<file path="src/rtl/gshare_branch_predictor.sv">
// gshare direction predictor with a direct-mapped BTB: predicts next_pc in IF, trained from EX.
// Optional statistics counters are enabled by defining BP_STATS_EN.
module gshare_branch_predictor #(
   parameter int XLEN     = 32,
   parameter int IDX_BITS = 5,
   parameter int GHR_BITS = 5
) (
   input  logic                clk,
   input  logic                reset,
   input  logic [XLEN-1:0]     if_pc,
   output logic                pred_taken,
   output logic [XLEN-1:0]     pred_target,
   output logic [IDX_BITS-1:0] pred_idx,
   input  logic                upd_valid,
   input  logic                upd_is_cond,
   input  logic [IDX_BITS-1:0] upd_idx,
   input  logic [XLEN-1:0]     upd_pc,
   input  logic                upd_taken,
   input  logic [XLEN-1:0]     upd_target,
   input  logic                upd_mispredict,
   output logic [31:0]         stat_branches,
   output logic [31:0]         stat_mispred
);

   localparam int TAG_BITS = XLEN - IDX_BITS - 2;
   localparam int ENTRIES  = 1 << IDX_BITS;

   logic [GHR_BITS-1:0] r_ghr;
   logic [1:0]          r_bht        [ENTRIES];
   logic [ENTRIES-1:0]  r_btb_valid;
   logic [TAG_BITS-1:0] r_btb_tag    [ENTRIES];
   logic [XLEN-1:0]     r_btb_target [ENTRIES];

   logic [IDX_BITS-1:0] w_ghr_ext;
   logic [IDX_BITS-1:0] w_idx;
   logic [TAG_BITS-1:0] w_tag;
   logic                w_hit;
   logic                w_taken;
   logic [XLEN-1:0]     w_seq_pc;
   logic                w_btb_we;
   logic                w_unused_bits;

   function automatic logic [1:0] f_ctr_next(input logic [1:0] ctr, input logic taken);
      logic [1:0] nxt;
      nxt = ctr;
      if (taken && ctr != 2'b11)
         nxt = ctr + 2'b01;
      else if (!taken && ctr != 2'b00)
         nxt = ctr - 2'b01;
      return nxt;
   endfunction

   // History is shorter than (or equal to) the index, so it is zero-extended into the XOR.
   always_comb begin
      w_ghr_ext                 = '0;
      w_ghr_ext[GHR_BITS-1:0]   = r_ghr;
   end

   assign w_idx       = if_pc[IDX_BITS+1:2] ^ w_ghr_ext;
   assign w_tag       = if_pc[XLEN-1:IDX_BITS+2];
   assign w_hit       = r_btb_valid[w_idx] && (r_btb_tag[w_idx] == w_tag);
   assign w_taken     = w_hit && r_bht[w_idx][1];
   assign w_seq_pc    = if_pc + XLEN'(4);

   assign pred_idx    = w_idx;
   assign pred_taken  = w_taken;
   assign pred_target = w_taken ? r_btb_target[w_idx] : w_seq_pc;

   assign w_btb_we    = upd_valid && (!upd_is_cond || upd_taken);

   // Control state: history, counters and valid bits are cleared asynchronously.
   always_ff @(posedge clk or negedge reset) begin
      if (!reset) begin
         r_ghr       <= '0;
         r_btb_valid <= '0;
         for (int i = 0; i < ENTRIES; i++)
            r_bht[i] <= 2'b01;
      end else if (upd_valid) begin
         if (upd_is_cond) begin
            r_bht[upd_idx] <= f_ctr_next(r_bht[upd_idx], upd_taken);
            r_ghr          <= {r_ghr[GHR_BITS-2:0], upd_taken};
         end else begin
            r_bht[upd_idx] <= 2'b11;
         end
         if (w_btb_we)
            r_btb_valid[upd_idx] <= 1'b1;
      end
   end

   // Tag/target payload needs no reset: an entry is only consulted once its valid bit is set.
   always_ff @(posedge clk) begin
      if (w_btb_we) begin
         r_btb_tag[upd_idx]    <= upd_pc[XLEN-1:IDX_BITS+2];
         r_btb_target[upd_idx] <= upd_target;
      end
   end

`ifdef BP_STATS_EN
   logic [31:0] r_stat_branches;
   logic [31:0] r_stat_mispred;

   always_ff @(posedge clk or negedge reset) begin
      if (!reset) begin
         r_stat_branches <= '0;
         r_stat_mispred  <= '0;
      end else if (upd_valid) begin
         if (r_stat_branches != 32'hFFFF_FFFF)
            r_stat_branches <= r_stat_branches + 32'd1;
         if (upd_mispredict && r_stat_mispred != 32'hFFFF_FFFF)
            r_stat_mispred <= r_stat_mispred + 32'd1;
      end
   end

   assign stat_branches = r_stat_branches;
   assign stat_mispred  = r_stat_mispred;
`else
   assign stat_branches = '0;
   assign stat_mispred  = '0;
`endif

   // Low PC bits are word-offset bits covered by the index; mispredict only feeds the stats.
   assign w_unused_bits = ^{if_pc[1:0], upd_pc[IDX_BITS+1:0], upd_mispredict};

endmodule

</file>
<file path="config.mk">
export PLATFORM = sky130hd
export DESIGN_NAME = gshare_branch_predictor
export DESIGN_NICKNAME = d
export VERILOG_FILES = /design/src/rtl/gshare_branch_predictor.sv
export SDC_FILE = /design/constraint.sdc
export NUM_CORES = 2
export LEC_CHECK = 0
export ABC_CLOCK_PERIOD_IN_PS = 8700
export CAP_MARGIN = 20
export CELL_PAD_IN_SITES_DETAIL_PLACEMENT = 1
export CELL_PAD_IN_SITES_GLOBAL_PLACEMENT = 1
export CORE_MARGIN = 5
export CORE_UTILIZATION = 45
export DETAILED_ROUTE_END_ITERATION = 10
export PLACE_DENSITY = 0.77
export SYNTH_ARGS = -nofsm -noshare
export SYNTH_HDL_FRONTEND = slang
export SYNTH_SLANG_ARGS = --single-unit
</file>
<file path="constraint.sdc">
create_clock -name clk -period 8.7 [get_ports clk]
set_input_delay 1.74 -clock clk [delete_from_list [all_inputs] [get_ports clk]]
set_output_delay 1.74 -clock clk [all_outputs]
set_load 0.02 [all_outputs]
</file>
==> flow_metrics.env <==
export IMPL_p_clk_frac=0.338
export IMPL_worst_endpoint_arrival_ps=6870
export IMPL_ctsHtreeMaxLevel=4
export IMPL_finClkSkew_ps=15.7
export IMPL_switching_power_mw=6.50
export IMPL_drc_errors=0
export IMPL_nFillCells=14700
export IMPL_setup_viol=0
export IMPL_timing_hold_ws_ps=470
export IMPL_ir_drop_mv=0.237
export IMPL_synthToLayoutAreaGrowth_pct=15.7
export IMPL_combPwrFrac=0.218
export IMPL_syn_area_um2=75500
export IMPL_yosysTopAreaCell="edfxtp_1"
export IMPL_pwr_share_seq=0.445
export IMPL_drt_total_wl_um=223000
export IMPL_gp_congestion=0.841
export IMPL_final_cells=6251
export IMPL_hp_start="r_btb_valid[15]$_DFFE_PN0P_"
export IMPL_routedWlPerCell_um=35.6
export IMPL_dieArea_um2=176000
export IMPL_ioPinCount=209
export IMPL_dr_pass1_iters=5
export IMPL_crit_type="input pin to output port"
export IMPL_synthFlopType="edfxtp_1"
export IMPL_max_cap_viol_count=0
export IMPL_cts_tree="built"
export IMPL_setup_slack_ps=90.0
export IMPL_placed_area_um2=81000
export IMPL_relSlewSlack=0.261
export IMPL_p_int_mw=17.2
export IMPL_clk_path_buf_depth=3
export IMPL_final_core_util=0.523
export IMPL_timing_final_crit_share=0.990
export IMPL_synth_area_leaders="edfxtp_1 73%, mux4_2 16%, dfrtp_1 2.3%"
export IMPL_powerDensity_nw_per_um2=271
export IMPL_p_sw_frac=0.275
export IMPL_grt_total_usage=0.251
export IMPL_ant_nets=0
export IMPL_endpoint_kind="output port"
export IMPL_cp_required_ps=6960
export IMPL_grt_max_degree=82
export IMPL_die_w_um=420
export IMPL_fin_tns_setup_ps=0
export IMPL_status="finished, final reports clean"
export IMPL_grt_overflow=0
export IMPL_clk_pin_slew_ps=60
export IMPL_numCtsBuffers=188
export IMPL_clock_tree_root_cell="clkbuf_16"
export IMPL_worstMarginPinSlew_ps=1100
export IMPL_dpl_hpwl_um=124000
export IMPL_dp_cells=5889
export IMPL_ys_warnings_count=0
export IMPL_num_vias=39800
export IMPL_multi_input_area_um2=17400
export IMPL_rsz0062_at_grt="no"
export IMPL_synth_common_cells="1824 x edfxtp_1, 535 x mux4_2, 157 x nand2_1"
export IMPL_start_util=0.452
export IMPL_cts_sinks=1925
export IMPL_die_h_um=420
export IMPL_grt_antenna_before_repair=20
export IMPL_synth_edf_count=1824
export IMPL_seq_area_um2=57300
export IMPL_min_path_type="flop to flop"
export IMPL_grt_pass1_wl_um=312000
export IMPL_maxSlewViolCount=0
export IMPL_netlist_instances=3507
export IMPL_final_cell_area_um2=87300
export IMPL_r2r_start="r_bht[3]$_DFFE_PN0P_"
export IMPL_final_min_clock_period_ps=8610
export IMPL_final_hold_violation_count=0
export IMPL_synth_avg_cell_area_um2=21.5
export IMPL_startpoint="if_pc[4]"
export IMPL_synth_top_area_frac=0.726
export IMPL_rows=150
export IMPL_port_buffers=136
export IMPL_final_layout_size_suffix_gt1_frac=0.290
export IMPL_insertion_delay_ps=830
export IMPL_place_worst_setup_slack_ps=-214
export IMPL_ys_seq_elements=1925
export IMPL_viasPerCell=6.37
export IMPL_ys_types=65
export IMPL_async_flop_share=0.0525
export IMPL_fmax_ghz=0.116
export IMPL_seq_area_frac_synth=0.760
export IMPL_core_um2=167000
export IMPL_worstPathMaxFanout=18
export IMPL_finalPower_mw=23.7
export IMPL_cp_start_kind="input pin"
export IMPL_grt_pass1_vias=41100
export IMPL_yosysMostFrequentCell="edfxtp_1"
export IMPL_drt_iter0_drc=5552
export IMPL_p_leak_nw=27.9
export IMPL_num_nets_final=3998
==> cells by family (layout without fill, tap and decap cells) <==
group,count (synthesis),in the layout,synth area share
AND/OR/NAND/NOR,463,463,0.0287
XOR/XNOR,52,52,0.00613
adder cells (fa/ha/maj),3,3,0.000497
multiplexers,626,626,0.172
buffers and inverters,246,711,0.0165
flip-flops,1925,1925,0.760
other,1,76,0.0000497
AO/OA/AOI/OAI,191,191,0.0164
==> timing repair <==
| item | CTS | global route |
|---|---|---|
| hold buffers | 0 | 0 |
| pin swaps | 0 | 0 |
| cloned | 0 | 3 |
| endpoints found under the hold margin | 0 | 0 |
| gates resized for setup | 9 | 8 |
| setup buffers | 1 | 3 |
| setup endpoints to repair | 30 | 19 |
==> worst paths after layout <==
| kind | to | slack, ps | cells past startpoint |
|---|---|---|---|
| max in group asynchronous | r_btb_valid[24]$_DFFE_PN0P_ | 6540 | 2 |
| worst min register to register | r_btb_valid[15]$_DFFE_PN0P_ | 470 | 1 |
| worst max register to register | r_bht[53]$_DFFE_PN0P_ | 5550 | 11 |
| worst max-delay path | pred_target[19] | 90 | 15 |
| min in group asynchronous | r_bht[49]$_DFFE_PN0P_ | 920 | 1 |
| worst min-delay path | r_btb_valid[15]$_DFFE_PN0P_ | 470 | 1 |
==> power groups by stage <==
stage	Clock [mW]	Combinational, mW	Sequential (mW)
after floorplan	0	2.99	10.6
after global placement	0	4.85	10.7
after detailed placement	0	4.99	10.7
after CTS	8.08	5.07	10.5
after global routing	8.58	5.36	10.5
final	7.99	5.15	10.5
==> state kept, by name (all words and copies together), names as in the netlist <==
name	cells
r_btb_valid	32
r_btb_target	1024
r_btb_tag	800
r_ghr	5
r_bht	64
==> area by class of cell <==
| cell class | count | share of cell area |
|---|---|---|
| Sequential cell | 1925 | 0.657 |
| Multi-Input combinational cell | 1399 | 0.200 |
| Clock buffer | 245 | 0.0576 |
| Timing Repair Buffer | 362 | 0.0423 |
| Tap cell | 2204 | 0.0316 |
| Clock inverter | 92 | 0.0108 |
| Inverter | 11 | 0.000960 |
| Antenna cell | 12 | 0.000344 |
| Timing Repair inverter | 1 | 0.000100 |
==> per-layer routing <==
metal,part of all wire,GRT usage,vias up
met1,0.36,0.331,21300
met5,0.00016,0,-
met4,0.054,0.117,6
met2,0.49,0.408,2708
met3,0.096,0.0491,520
li1,-,-,15300
==> critical path, stage by stage <==
cell and delay (ps):
clkdlybuf4s50_1 510, xnor2_4 190, bufinv_16 290, buf_16 200, mux4_2 330, o211ai_1 240, o211ai_1 200, or4_1 500
a21bo_1 220, or4_1 480, or4_1 490, nor4_4 230, buf_6 250, mux2i_1 290, clkdlybuf4s50_1 670
==> layout by cell type, fill, tap and decap left out, drive strengths merged, types with 32 or more instances in the layout <==
cell type      Yosys  routed
clkdlybuf4s50      0     106
clkinv             2      70
nand2            157     157
dfstp             32      32
nor2             108     108
mux2i             83      83
a21oi             47      47
conb               1      64
or2               36      36
mux4             535     535
o21ai             52      52
nand3             78      78
buf              121     244
clkbuf           114     249
dfrtp             69      69
edfxtp          1824    1824
No activity file was read; power rests on OpenSTA's default activity.
